### src/rtl/tx_chan_router_pkg.sv
// Shared constants, header layout and FSM state encoding for the inband TX channel router.
package tx_chan_router_pkg;

  localparam int         NUM_CHAN_DEF = 2;
  localparam int         PKT_WORDS    = 128;
  localparam logic [4:0] CMD_CHAN     = 5'h1F;
  localparam int         CHAN_HI      = 20;
  localparam int         CHAN_LO      = 16;
  localparam int         CNT_W        = $clog2(PKT_WORDS);

  typedef enum logic [1:0] {
    ST_IDLE  = 2'd0,
    ST_ROUTE = 2'd1,
    ST_DROP  = 2'd2
  } route_state_e;

  function automatic logic [15:0] sat_inc16(input logic [15:0] v);
    if (v == 16'hFFFF) begin
      return v;
    end else begin
      return v + 16'd1;
    end
  endfunction

endpackage

### src/rtl/tx_route_decode.sv
// Header channel decode: maps the 5-bit channel code to a RAM index and
// reports whether the code is known and whether that RAM has room.
module tx_route_decode
  import tx_chan_router_pkg::*;
#(
  parameter int NUM_CHAN = NUM_CHAN_DEF,
  parameter int IDX_W    = $clog2(NUM_CHAN + 1)
) (
  input  logic [4:0]       chan_i,
  input  logic [NUM_CHAN:0] have_space_i,
  output logic [IDX_W-1:0] idx_o,
  output logic             valid_o,
  output logic             accept_o
);

  // Channel code to RAM index, command code lands on the last RAM
  always_comb begin
    idx_o    = '0;
    valid_o  = 1'b0;
    accept_o = 1'b0;
    if (32'(chan_i) < NUM_CHAN) begin
      idx_o   = IDX_W'(chan_i);
      valid_o = 1'b1;
    end else if (chan_i == CMD_CHAN) begin
      idx_o   = IDX_W'(NUM_CHAN);
      valid_o = 1'b1;
    end else begin
      valid_o = 1'b0;
    end
    accept_o = valid_o & have_space_i[idx_o];
  end

endmodule

### src/rtl/tx_chan_router.sv
// Routes each 128-word USB packet from tx_packer to one channel RAM chosen by
// the header, pulses that RAM's done after the last word, and counts drops.
module tx_chan_router
  import tx_chan_router_pkg::*;
#(
  parameter int NUM_CHAN = NUM_CHAN_DEF
) (
  input  logic              txclk,
  input  logic              reset_n,
  input  logic [31:0]       usbdata_final,
  input  logic              WR_final,
  input  logic [NUM_CHAN:0] chan_have_space,
  output logic [31:0]       ram_data,
  output logic [NUM_CHAN:0] WR_channel,
  output logic [NUM_CHAN:0] WR_done_channel,
  output logic [15:0]       drop_count,
  output logic [1:0]        route_state
);

  localparam int IDX_W = $clog2(NUM_CHAN + 1);

  route_state_e      state_q;
  logic [CNT_W-1:0]  cnt_q;
  logic [IDX_W-1:0]  idx_q;
  logic [31:0]       data_q;
  logic [NUM_CHAN:0] wr_q;
  logic              last_q;
  logic [NUM_CHAN:0] done_q;
  logic [15:0]       drops_q;

  logic [IDX_W-1:0]  dec_idx_s;
  logic              dec_valid_s;
  logic              dec_accept_s;
  logic              cnt_last_s;

  tx_route_decode #(
    .NUM_CHAN (NUM_CHAN),
    .IDX_W    (IDX_W)
  ) u_decode (
    .chan_i       (usbdata_final[CHAN_HI:CHAN_LO]),
    .have_space_i (chan_have_space),
    .idx_o        (dec_idx_s),
    .valid_o      (dec_valid_s),
    .accept_o     (dec_accept_s)
  );

  function automatic logic [NUM_CHAN:0] onehot(input logic [IDX_W-1:0] i);
    logic [NUM_CHAN:0] v;
    v    = '0;
    v[i] = 1'b1;
    return v;
  endfunction

  assign cnt_last_s = (cnt_q == CNT_W'(PKT_WORDS - 1));

  // Packet FSM, word counter, write/done pipeline and drop counter
  always_ff @(posedge txclk or negedge reset_n) begin
    if (!reset_n) begin
      state_q <= ST_IDLE;
      cnt_q   <= '0;
      idx_q   <= '0;
      data_q  <= 32'd0;
      wr_q    <= '0;
      last_q  <= 1'b0;
      done_q  <= '0;
      drops_q <= 16'd0;
    end else begin
      wr_q   <= '0;
      last_q <= 1'b0;
      // Done trails the final write strobe by one cycle on the same RAM
      done_q <= last_q ? wr_q : '0;
      if (WR_final) begin
        case (state_q)
          ST_IDLE: begin
            cnt_q <= CNT_W'(1);
            if (dec_accept_s) begin
              idx_q   <= dec_idx_s;
              data_q  <= usbdata_final;
              wr_q    <= onehot(dec_idx_s);
              state_q <= ST_ROUTE;
            end else begin
              drops_q <= sat_inc16(drops_q);
              state_q <= ST_DROP;
            end
          end
          ST_ROUTE: begin
            data_q <= usbdata_final;
            wr_q   <= onehot(idx_q);
            if (cnt_last_s) begin
              cnt_q   <= '0;
              last_q  <= 1'b1;
              state_q <= ST_IDLE;
            end else begin
              cnt_q <= cnt_q + CNT_W'(1);
            end
          end
          ST_DROP: begin
            if (cnt_last_s) begin
              cnt_q   <= '0;
              state_q <= ST_IDLE;
            end else begin
              cnt_q <= cnt_q + CNT_W'(1);
            end
          end
          default: begin
            cnt_q   <= '0;
            state_q <= ST_IDLE;
          end
        endcase
      end
    end
  end

  assign ram_data        = data_q;
  assign WR_channel      = wr_q;
  assign WR_done_channel = done_q;
  assign drop_count      = drops_q;
  assign route_state     = state_q;

  logic unused_s;
  assign unused_s = dec_valid_s;

endmodule

### config.mk
export PLATFORM = sky130hd
export DESIGN_NAME = tx_chan_router
export DESIGN_NICKNAME = d
export VERILOG_FILES = /design/src/rtl/tx_chan_router_pkg.sv /design/src/rtl/tx_route_decode.sv /design/src/rtl/tx_chan_router.sv
export SDC_FILE = /design/constraint.sdc
export NUM_CORES = 1
export LEC_CHECK = 0
export BUFFER_PORTS_ARGS = -buffer_cell sky130_fd_sc_hd__clkbuf_2
export CAP_MARGIN = 10
export CELL_PAD_IN_SITES_DETAIL_PLACEMENT = 1
export CELL_PAD_IN_SITES_GLOBAL_PLACEMENT = 2
export CORE_ASPECT_RATIO = 1.25
export CORE_MARGIN = 2
export CORE_UTILIZATION = 33
export CTS_CLUSTER_SIZE = 24
export DETAILED_ROUTE_END_ITERATION = 8
export PLACE_DENSITY = 0.87
export SKIP_LAST_GASP = 1
export SYNTH_ARGS = -nofsm -noshare
export SYNTH_HDL_FRONTEND = slang
export SYNTH_SLANG_ARGS = --single-unit
### constraint.sdc
create_clock -name txclk -period 2.27 [get_ports txclk]
set_clock_uncertainty 0.1 [all_clocks]
set_input_delay 0.227 -clock txclk [delete_from_list [all_inputs] [get_ports txclk]]
set_output_delay 0.227 -clock txclk [all_outputs]
set_load 0.02 [all_outputs]
==> results of run 1 <==
-- what timing repair did --
action,CTS,global route
hold buffers,1,0
endpoints found under the hold margin,66,0
gates resized for setup,0,3
buffers inserted,0,0
setup endpoints to repair,0,3
-- layout by cell type, fill, tap and decap left out, types with 3 or more instances in the layout --
| cell type | instances |
|---|---|
| clkbuf_2 | 92 |
| nor3_1 | 5 |
| mux2_4 | 30 |
| nand4_1 | 7 |
| xnor2_1 | 3 |
| clkbuf_16 | 9 |
| xor2_1 | 12 |
| nand3_1 | 7 |
| o21ai_0 | 5 |
| nand3b_1 | 3 |
| inv_1 | 9 |
| ha_1 | 5 |
| a21oi_1 | 4 |
| nor2_1 | 9 |
| dfrtp_1 | 66 |
| and2_1 | 4 |
| nand2_1 | 14 |
| or4_1 | 3 |
| mux2_1 | 3 |
| nor4_1 | 7 |
| and3_1 | 3 |
| buf_4 | 5 |
-- worst paths after layout --
path	slack, ps	to	startpoint	depth (start not counted)
min	20	ram_data[1]	usbdata_final[1]	2
max	150	drop_count[1]	route_state[0]	7
min in group asynchronous	360	ram_data[2]	reset_n	3
max reg2reg	150	drop_count[1]	route_state[0]	7
max in group asynchronous	1310	cnt_q[0]	reset_n	3
min reg2reg	390	ram_data[0]	ram_data[0]	1
-- power by group --
part	internal, mW	leakage (nW)	switching (mW)
Clock	0.880	0.143	0.500
Sequential	1.58	0.820	0.301
Combinational	0.943	1.07	1.06
Total	3.40	2.03	1.86
-- cells in the mapped netlist (all sizes together) (2+ instances only) --
cell,instances
mux2,34
inv,9
nand3b,3
nor4b,2
a21oi,4
dfrtp,66
o21ai,7
ha,5
a22o,2
mux2i,3
nor4,8
nor3,5
nand4,7
or2,2
clkbuf,2
xor2,12
o31ai,2
and2,4
nand2,14
nor3b,2
and3,3
xnor2,3
buf,4
nand3,7
nor2,9
or4,4
nand4b,2
-- through the flow --
step / total power, mW / hold WS (ps) / worst slack, ps / cell area, sq um / utilization, %
2_1_floorplan: 3.26 / -169 / 315 / 3050 / -
3_3_place_gp: 3.86 / 168 / 258 / 3680 / 40.6
3_5_place_dp: 3.91 / 170 / 135 / 3680 / 40.6
4_1_cts: 5.34 / 6.69 / 48.6 / 3990 / 43.9
5_1_grt: 5.57 / 11.2 / 12.7 / 4010 / 44.2
6_report: 5.27 / 18.8 / 145 / 4010 / 44.2
-- critical path: cells and delay by family (launching register included) --
kind                     cells  cell delay (ps)
AND/OR/NAND/NOR              2              430
buffers and inverters        2              320
adder cells (fa/ha/maj)      1              280
AO/OA/AOI/OAI                1              130
flip-flops                   1              420
multiplexers                 1              330
-- metal layers --
| layer | vias up | wire length (um) | GRT usage, % |
|---|---|---|---|
| li1 | 1054 | - | - |
| met1 | 1160 | 3290 | 19.5 |
| met2 | 58 | 3650 | 24.9 |
| met3 | 8 | 305 | 3.79 |
| met4 | 0 | 97 | 6.67 |
| met5 | - | 0 | 0 |
-- registers in the layout (all words and copies together), names as in the netlist --
name and flops:
drop_count 16, route_state 2, idx_q 2, ram_data 32, WR_channel 3, cnt_q 7, WR_done_channel 3, last_q 1
-- layout make-up --
type,count,area share [%]
well taps,123,3.84
inverters,10,0.937
clock buffers,12,6.15
multi-input cells,152,33.3
flip-flops and latches,66,41.2
clock inverters,4,1.28
repair buffers,100,13.3
-- kinds of logic (layout without fill, tap and decap cells) --
logic type,count (synthesis),count (layout),share of synthesized area (%)
xor gates and xnor gates,15,15,4.31
adders and majority gates,5,5,2.05
and+or+nand+nor,72,72,13.2
AOI/OAI and AO/OA,23,23,5.96
DFF,66,66,54.2
muxes,37,37,17.4
buffers and inverters,16,126,2.83
==> results.txt, run 1 <==
fin nets -> 382
Port Buffer Count -> 93
Post-synth EDFFs -> 0
VDD IR-drop max -> 0.661 mV
die height -> 111 um
CP Launch Type -> flop
Seq/Total Area, Yosys -> 54.2%
multi-input logic area -> 1330 sq um
Post-Route WL -> 7.35 mm
drt first pass iters -> 4
normalized max-slew margin -> 63.6%
minimum clock period -> 2120 ps
first-pass GRT wire length -> 12.3 mm
Hold WC Path Type -> in2reg
leading area contributor after synthesis -> dfrtp_1
Worst EP arrival -> 2230 ps
I/O pins -> 94
status -> complete, no violations
setup violators final -> 0
die width -> 89.9 um
Critical Path Sink Type -> flop
H-tree Lvls -> 3
clk_lat worst skew -> 320 ps
root buf cell -> clkbuf_16
largest net degree at the start of global routing -> 39
post-DP HPWL -> 5.32 mm
Synth Flop Type -> dfrtp_1
n_diodes -> 0
WL/cell -> 15.7 um
GP Congestion -> 0.783
die area -> 10000 sq um
final setup TNS -> 0 ps
initial cell density of the core -> 33.6%
Area Overhead vs Synth -> 31.6%
FMAX -> 471 MHz
Yosys warnings -> 0
Inst Count DP -> 450
grt ovf -> 0
layout cells sized above 1 -> 44.8%
initial antenna violation count -> 0
final antenna-violating net count -> 0
vias in the first global route -> 2442
Leak -> 2.03 nW
clk sinks -> 66
Clock Pin Slew Worst Setup and Hold Paths -> 50 ps
Yosys reg bits -> 66
Overall Global Routing Usage -> 15.3%
Final Max Slew Viols -> 0
Rows -> 39
Syn Inst Count -> 234
Avg Inst Size Synth -> 13.0 sq um
Max stage delay on crit path -> 420 ps
CTS tree -> yes
Yosys cell types -> 43
Worst-Margin Slew -> 541 ps
Initial DRC Count -> 27
Synth Net Count -> 277
Required @ worst endpoint -> 2380 ps
max cap viols -> 0
FILL cells -> 1006
DRC Markers -> 0
hold violation count in the final report -> 0
crit-path cells -> inv_1 > ha_1 > and2_1 > o221ai_2 > buf_4 > nor2_1 > mux2_1
core area -> 9080 sq um
Pwr Density -> 1310 nW/um^2
register area -> 1650 sq um
critical setup path kind -> reg2reg
async set-reset flop share out of synthesis -> 100%
slowest cell on the critical path -> dfrtp_1
Area contributors post-synth -> dfrtp_1 (54%), mux2_4 (15%), xor2_1 (3.5%), ha_1 (2.1%), nand2_1 (1.7%)
Vias -> 2280
Num CTS Buffers -> 9
top-area cell type share of the netlist area -> 54.2%
Cell Area, Synth -> 3050 sq um
Via density -> 4.88
crit-path max FO -> 15
RSZ-0062 raised after global routing -> false
final period utilization -> 93.6%
non-filler cells, final -> 467
Clock Path Buffers -> 2
No activity file was read; power rests on OpenSTA's default activity.
==> inputs of run 2 (changes only) <==
PLACE_DENSITY = unset   (was 0.87)
PLACE_DENSITY_LB_ADDON = 0.1   (was unset)
==> results.txt, run 2 (synthesis results as in run 1) <==
Worst EP arrival -> 2210 ps
drt first pass iters -> 4
post-DP HPWL -> 5.31 mm
clk_lat worst skew -> 330 ps
Via density -> 4.81
Max stage delay on crit path -> 420 ps
final setup TNS -> 0 ps
die width -> 89.9 um
hold_sp -> usbdata_final[1]
Worst-Margin Slew -> 522 ps
hold violation count in the final report -> 0
Reg power frac -> 34.3%
VDD IR-drop max -> 0.595 mV
crit-path max FO -> 14
critical setup path kind -> reg2reg
fin nets -> 384
layout cells sized above 1 -> 44.5%
GP Congestion -> 0.749
WL/cell -> 15.9 um
Final Max Slew Viols -> 0
Initial DRC Count -> 33
Port Buffer Count -> 93
die height -> 111 um
Post-Route WL -> 7.48 mm
worst r2r path cells -> 7
Inst Count DP -> 451
status -> complete, no violations
pre-CTS setup slack -> 125 ps
crit-path cells -> inv_1 > ha_2 > and2_1 > o221ai_2 > buf_4 > nor4_1 > xor2_1
Clock Path Buffers -> 2
vias in the first global route -> 2416
DRC Markers -> 0
Gate power share -> 36.8%
Area Overhead vs Synth -> 33.5%
CP Buf/Inv Count -> 2
Sw Share -> 34.1%
clk sinks -> 66
CP top delay family -> simple AND/OR/NAND/NOR gates
normalized max-slew margin -> 64.9%
n_diodes -> 0
final antenna-violating net count -> 0
Hold Worst Slack -> 10.5 ps
Pwr Density -> 1340 nW/um^2
CP Launch Type -> flop
Clock Pin Slew Worst Setup and Hold Paths -> 50 ps
share of total power in the clock network -> 29.0%
commonest non-fill, non-tap cells in the layout -> clkbuf_2 (92), dfrtp_1 (66), mux2_4 (30)
Overall Global Routing Usage -> 15.7%
worst setup path startpoint -> route_state[0]
Rows -> 39
commonest non-fill, non-tap cell in the layout -> clkbuf_2
max cap viols -> 0
slowest cell on the critical path -> dfrtp_1
root buf cell -> clkbuf_16
Pint -> 3.60 mW
largest net degree at the start of global routing -> 67
grt ovf -> 0
Psw -> 1.86 mW
CTS tree -> yes
Required @ worst endpoint -> 2420 ps
Critical Path Sink Type -> flop
met1 global-route usage -> 18.4%
met2 GRT Util -> 27.3%
H-tree Lvls -> 3
RSZ-0062 raised after global routing -> false
Num CTS Buffers -> 9
minimum clock period -> 2060 ps
GRT Max-Usage Layer -> met2
hold path cells -> 2
final period utilization -> 90.8%
Vias -> 2256
met3 Usage GRT -> 3.99%
setup violators final -> 0
R2R Path Start -> route_state[0]
WP depth -> 7
core area -> 9080 sq um
Setup WS post-layout -> 210 ps
non-filler cells, final -> 469
max reg flops -> 32
I/O pins -> 94
Hold WC Path Type -> in2reg
die area -> 10000 sq um
FMAX -> 485 MHz
Leak -> 2.06 nW
initial cell density of the core -> 33.6%
first-pass GRT wire length -> 12.4 mm
initial antenna violation count -> 0
[run 2: cell types whose count changed in the layout (fill, tap and decap cells not counted), sizes merged]
| cell | previous run | this run |
|---|---|---|
| clkinv | 3 | 2 |
| dlygate4sd3 | 1 | 2 |
| buf | 7 | 8 |
| bufinv | 1 | 3 |
| clkbuf | 104 | 103 |
[run 2: final cells by class]
class,instances,area [sq um]
clock buffer,11,233
clock inverter,5,103
fill,1012,5010
inverter,10,37.5
multi-input combinational,152,1320
sequential,66,1650
tap,123,154
timing repair buffer,102,563
[run 2: final timing paths]
check	slack (ps)	endpoint
worst max-delay path	210	drop_count[11]
worst min-delay path	10	ram_data[1]
max in group asynchronous	1420	last_q
worst max register to register	210	drop_count[11]
min in group asynchronous	360	ram_data[8]
worst min register to register	390	ram_data[0]
[run 2: routing by layer]
metal,share of wire (%),wire length (um),up-vias
li1,-,-,1065
met1,41,3070,1135
met2,53,3990,45
met3,3.5,264,11
met4,2.2,161,0
met5,0,0,-
[run 2: timing repair]
| item | CTS | global route |
|---|---|---|
| setup endpoints to repair | 0 | 3 |
| hold buffers | 2 | 0 |
| hold endpoints to repair | 67 | 0 |
| gates resized for setup | 0 | 2 |
| buffers inserted | 0 | 0 |
[run 2: power by group through the flow]
stage / clock network, mW / registers (mW) / logic (mW)
CTS: 1.63 / 1.88 / 2.05
floorplan: 0 / 2.27 / 0.990
finish: 1.58 / 1.87 / 2.01
global route: 1.68 / 1.93 / 2.17
global placement: 0 / 1.88 / 2.01
detailed placement: 0 / 1.88 / 2.04
[run 2: per-stage QoR]
| stage | total power, mW | utilization [%] | instance area, sq um |
|---|---|---|---|
| 6_report | 5.47 | 44.8 | 4070 |
| 5_1_grt | 5.78 | 44.8 | 4070 |
| 4_1_cts | 5.55 | 44.7 | 4060 |
| 3_5_place_dp | 3.92 | 40.8 | 3700 |
| 3_3_place_gp | 3.89 | 40.8 | 3700 |
| 2_1_floorplan | 3.26 | - | 3050 |
